`src/rtl/pupil_locator.sv`:
```
// pupil_locator: accumulates dark pixels inside the column window each frame and
// reports their centroid through a serial restoring divider at end of frame.
module pupil_locator #(
    parameter int H_MIN  = 255,
    parameter int H_MAX  = 640,
    parameter int THRESH = 200,
    parameter int CNT_W  = 22,
    parameter int SUM_W  = 35
) (
    input  logic             iCLK,
    input  logic             iRST,
    input  logic             iDVAL,
    input  logic             iFVAL,
    input  logic [9:0]       iGRAY,
    input  logic [12:0]      iH_Cont,
    input  logic [12:0]      iV_Cont,
    output logic [12:0]      oX,
    output logic [12:0]      oY,
    output logic [CNT_W-1:0] oCOUNT,
    output logic             oFOUND,
    output logic             oVALID,
    output logic             oBUSY,
    output logic             oDROP
);
    localparam int IT_W = $clog2(SUM_W);

    typedef enum logic [1:0] {IDLE, DIV_X, DIV_Y, DONE} state_t;
    state_t state, nextState;

    logic             fvalD, eof, accept, lastIter, qBit;
    logic [SUM_W-1:0] sumX, sumY, divX, divY;
    logic [CNT_W-1:0] cnt, divisor, rem, remNext;
    logic [CNT_W:0]   remShift;
    logic [IT_W-1:0]  iter;

    assign eof    = fvalD & ~iFVAL;
    assign accept = iDVAL & iFVAL & (iH_Cont > 13'(H_MIN)) & (iH_Cont < 13'(H_MAX)) & (iGRAY < 10'(THRESH));
    assign oBUSY  = (state == DIV_X) || (state == DIV_Y);

    // One restoring step per cycle: shift in the next dividend MSB, subtract if it fits.
    assign lastIter = iter == IT_W'(SUM_W - 1);
    assign remShift = {rem, (state == DIV_Y) ? divY[SUM_W-1] : divX[SUM_W-1]};
    assign qBit     = remShift >= {1'b0, divisor};
    assign remNext  = qBit ? CNT_W'(remShift - {1'b0, divisor}) : remShift[CNT_W-1:0];

    always_comb begin
        nextState = state;
        if (state == IDLE)
            nextState = eof ? ((cnt != '0) ? DIV_X : DONE) : IDLE;
        else if (state == DONE)
            nextState = IDLE;
        else if (lastIter)
            nextState = (state == DIV_X) ? DIV_Y : DONE;
    end

    always_ff @(posedge iCLK) begin
        if (iRST)
            state <= IDLE;
        else
            state <= nextState;
    end

    // Accumulation keeps running for the next frame while the divider works.
    always_ff @(posedge iCLK) begin
        if (iRST) begin
            fvalD <= 1'b0;
            sumX  <= '0;
            sumY  <= '0;
            cnt   <= '0;
        end else begin
            fvalD <= iFVAL;
            if (eof) begin
                sumX <= '0;
                sumY <= '0;
                cnt  <= '0;
            end else if (accept) begin
                sumX <= sumX + SUM_W'(iH_Cont);
                sumY <= sumY + SUM_W'(iV_Cont);
                cnt  <= cnt + CNT_W'(cnt != '1);
            end
        end
    end

    // divX/divY hold the dividend and collect the quotient bits as they shift out.
    always_ff @(posedge iCLK) begin
        if (iRST) begin
            divX    <= '0;
            divY    <= '0;
            divisor <= '0;
            rem     <= '0;
            iter    <= '0;
            oX      <= '0;
            oY      <= '0;
            oCOUNT  <= '0;
            oFOUND  <= 1'b0;
            oVALID  <= 1'b0;
            oDROP   <= 1'b0;
        end else begin
            oVALID <= state == DONE;
            oDROP  <= eof && (state != IDLE);
            if (state == IDLE && eof) begin
                divX    <= sumX;
                divY    <= sumY;
                divisor <= cnt;
                rem     <= '0;
                iter    <= '0;
            end else if (oBUSY) begin
                rem  <= lastIter ? '0 : remNext;
                iter <= lastIter ? '0 : iter + 1'b1;
                if (state == DIV_X)
                    divX <= {divX[SUM_W-2:0], qBit};
                else
                    divY <= {divY[SUM_W-2:0], qBit};
            end
            if (state == DONE) begin
                oCOUNT <= divisor;
                oFOUND <= divisor != '0;
                if (divisor != '0) begin
                    oX <= divX[12:0];
                    oY <= divY[12:0];
                end
            end
        end
    end
endmodule

```
`config.mk`:
```
export PLATFORM = sky130hd
export DESIGN_NAME = pupil_locator
export DESIGN_NICKNAME = d
export VERILOG_FILES = /design/src/rtl/pupil_locator.sv
export SDC_FILE = /design/constraint.sdc
export NUM_CORES = 1
export LEC_CHECK = 0
export ABC_AREA = 0
export BUFFER_PORTS_ARGS = -buffer_cell sky130_fd_sc_hd__buf_2
export CORE_UTILIZATION = 60
export DETAILED_ROUTE_END_ITERATION = 7
export GPL_ROUTABILITY_DRIVEN = 0
export GPL_TIMING_DRIVEN = 0
export MAX_ROUTING_LAYER = met4
export PLACE_DENSITY = 0.79
export SLEW_MARGIN = 25
export SYNTH_ARGS = -nofsm -noshare
export SYNTH_HDL_FRONTEND = slang
export SYNTH_SLANG_ARGS = --single-unit
export TNS_END_PERCENT = 20
```
`constraint.sdc`:
```
create_clock -name iCLK -period 3.4 [get_ports iCLK]
set_input_delay 0 -clock iCLK [delete_from_list [all_inputs] [get_ports iCLK]]
set_output_delay 0 -clock iCLK [all_outputs]
set_load 0.05 [all_outputs]
```
==> results.yml <==
grt:
  grt_usage_pct: 32.2
  overflow: 0
  grt_pass1_vias: 12108
  grt_antenna_before_repair: 0
  grt_pass1_wl_um: 59400
  grt_max_degree: 15
sta:
  tightest_slew_ns: 1.05
  rsz0062_at_grt: "no"
  fin_crit_sh_pct: 95.2
  finalHoldViolCount: 0
  fin_crit_ns: 3.24
  fin_skew_ns: 0.00760
  fmax_mhz: 309
  slew_headroom_pct: 30.0
  slew_violations: 0
  tns_ns: 0
  setup-violations-final: 0
detailed_routing:
  drt_iter0_markers: 968
  postRouteAntennaNets: 0
  drtPass1Iterations: 7
  drt-total-wl_um: 36600
  wl_per_cell_um: 17.7
  drc: 12
  routed_via_density: 6.08
  vias: 12539
power:
  power.density_nw_per_um2: 487
  leakage_nw: 6.05
  pwr-share-comb_pct: 9.6
  ir_worst_vdd_v: 0.000359
  power_frac_clock_pct: 47.1
  swShare_pct: 23.7
  p_sw_mw: 1.80
  p_total_mw: 7.61
  power_frac_seq_pct: 43.3
  intPower_mw: 5.80
synth:
  async_flop_share_pct: 0
  synth-compound-area-share_pct: 16.3
  synth_area_um2: 13500
  synth_flop_cell: "dfxtp_1"
  synth_nets: 1722
  synth-seq-cells: 266
  yosysWarnings: 0
  synth.mux.area_fraction_pct: 8.24
  synth-simple-area-share_pct: 21.7
  syn_inst: 1623
  synth_area_leaders: "dfxtp_1 (39%), mux2i_1 (8.2%), nand2_1 (6.3%)"
  yosys.area.top_type: "dfxtp_1"
  synth_top_family_by_area: "simple AND/OR/NAND/NOR gates"
  synth.distinct_cells: 65
  ys_seq_area_share_pct: 39.5
  synth_edf_count: 0
  synth_top_area_share_pct: 39.5
  synth.avg_cell_area_um2: 8.31
  post_synth_xor_area_fraction_pct: 4.55
  synthAdderAreaFrac_pct: 5.64
clocking:
  cts_buffers: 28
  clock_latency_ns: 0.55
  cts_sinks: 266
  cts_tree: "yes"
  clk_path_buf_depth: 3
  cts_setup_buffers: 0
  htreeDepth: 1
  clockRootBuffer: "clkbuf_16"
  clkTransAtPathRegs_ns: 0.06
cells_and_area:
  area_growth_syn_to_layout_pct: 15.7
  final_common_cell: "dfxtp_1"
  final_util_pct: 71.1
  layout-drive-gt1-share_pct: 9.14
  layout_common_cells: "dfxtp_1 (266), nand2_1 (225), nor2_1 (201), mux2i_1 (111), buf_2 (94)"
  finalInstanceArea_um2: 15600
  fin_nets: 1861
  insertedDiodeCount: 0
job:
  cap_viol_max_count: 0
setup_path:
  worstPathMaxFanout: 4
  crit_path_start_kind: "register"
  worstSetupEndpointType: "register"
  required_ns: 3.89
  cp_data_arrival_time_ns: 3.72
  critPathKind: "register to register"
die:
  dieWidth_um: 152
  core_um2: 22000
  die_h_um: 152
  rows: 54
  start_util_pct: 61.4
  dieArea_um2: 23100
  ioPinCount: 92
placed_design:
  portBuffers: 88
  dpl_cell_area_um2: 14300
  hpwl_um: 26500
run_status:
  violations: "design-rule violations"
  status: "finished with violations"
hold_path:
  hp-class: "input pin to register"
-- kinds of logic after synthesis --
logic type	after synthesis
compound gates	338
flops	266
xor+xnor	70
mux	111
buf+inv	138
simple gates	641
fa+ha+maj	59
-- Yosys cell counts, types with 5 or more instances --
| library cell | number |
|---|---|
| and3_1 | 16 |
| a21oi_1 | 92 |
| nand2_1 | 225 |
| o21ai_0 | 70 |
| and2_1 | 10 |
| a31oi_1 | 6 |
| a311oi_1 | 34 |
| nand4_1 | 24 |
| o21a_1 | 8 |
| a32oi_1 | 7 |
| nor3b_1 | 5 |
| dfxtp_1 | 266 |
| o21ai_1 | 6 |
| inv_1 | 44 |
| o211ai_1 | 10 |
| clkbuf_1 | 73 |
| and4_1 | 7 |
| xor2_1 | 29 |
| mux2i_1 | 111 |
| nand2b_1 | 7 |
| xnor2_1 | 41 |
| or3_1 | 35 |
| buf_1 | 11 |
| a21o_1 | 12 |
| nand3_1 | 40 |
| o31ai_1 | 5 |
| nor4_1 | 18 |
| buf_2 | 6 |
| nor2b_1 | 9 |
| nor3_1 | 28 |
| ha_1 | 56 |
| a211oi_1 | 46 |
| nor2_1 | 201 |
-- layer usage --
layer | GRT usage (%) | vias to the layer above | wire [um]
met3 | 4.34 | 107 | 2370
met5 | - | - | 0
met1 | 38.2 | 5933 | 15300
li1 | - | 6067 | -
met4 | 13.8 | 0 | 1420
met2 | 54.6 | 432 | 17400
-- state kept, by name (all words and copies together), names as in the netlist --
signal   count
oVALID       1
iter         6
state        2
oX          13
oDROP        1
cnt         22
divX        35
fvalD        1
oY          13
divY        35
sumY        35
rem         22
oCOUNT      22
divisor     22
sumX        35
oFOUND       1
-- power groups by stage --
stage	logic, mW	registers, mW	clock network [mW]
final	0.732	3.29	3.58
after detailed placement	0.697	3.36	0
after floorplan	0.514	3.34	0
after global routing	0.803	3.30	3.76
after CTS	0.721	3.29	3.61
after global placement	0.679	3.35	0
-- what timing repair did --
action	4_1_cts	5_1_grt
endpoints found under the setup margin	0	8
resized for setup	0	4
hold buffers	20	0
endpoints found under the hold margin	22	0
-- stage by stage --
step                hold slack [ns]  cells  setup slack, ns
floorplan                     0.128   1623            0.710
global placement              0.278   1991            0.165
detailed placement            0.289   1992            0.143
CTS                         0.00810   2064           0.0859
global route                 0.0316   2064           0.0150
finish                       0.0269   2064            0.162
-- final timing paths --
path	startpoint	endpoint	slack [ns]	cells after the start
worst max-delay path	sumY[0]$_SDFFE_PP0P_	sumY[12]$_SDFFE_PP0P_	0.16	10
worst min-delay path	iH_Cont[10]	sumY[3]$_SDFFE_PP0P_	0.03	6
worst max register to register	sumY[0]$_SDFFE_PP0P_	sumY[12]$_SDFFE_PP0P_	0.16	10
worst min register to register	sumY[3]$_SDFFE_PP0P_	sumY[3]$_SDFFE_PP0P_	0.48	2
-- critical path, stage by stage (launching register included) --
cell and delay [ns]:
dfxtp_1 0.33, ha_1 0.22, fa_1 0.40, a21o_1 0.21, a211o_1 0.32, a31oi_1 0.50, o211ai_1 0.16, a21oi_1 0.22
nand4_1 0.11, o211ai_1 0.14, dlygate4sd3_1 0.57
-- final cells by class --
| cell class | count | area, um^2 |
|---|---|---|
| Buffer | 94 | 384 |
| Clock buffer | 38 | 830 |
| Clock inverter | 14 | 277 |
| Fill cell | 1724 | 6350 |
| Inverter | 44 | 165 |
| Multi-Input combinational cell | 1219 | 7620 |
| Sequential cell | 266 | 5330 |
| Tap cell | 280 | 350 |
| Timing Repair Buffer | 109 | 652 |
Note: power is estimated with default switching activity, not from simulation.
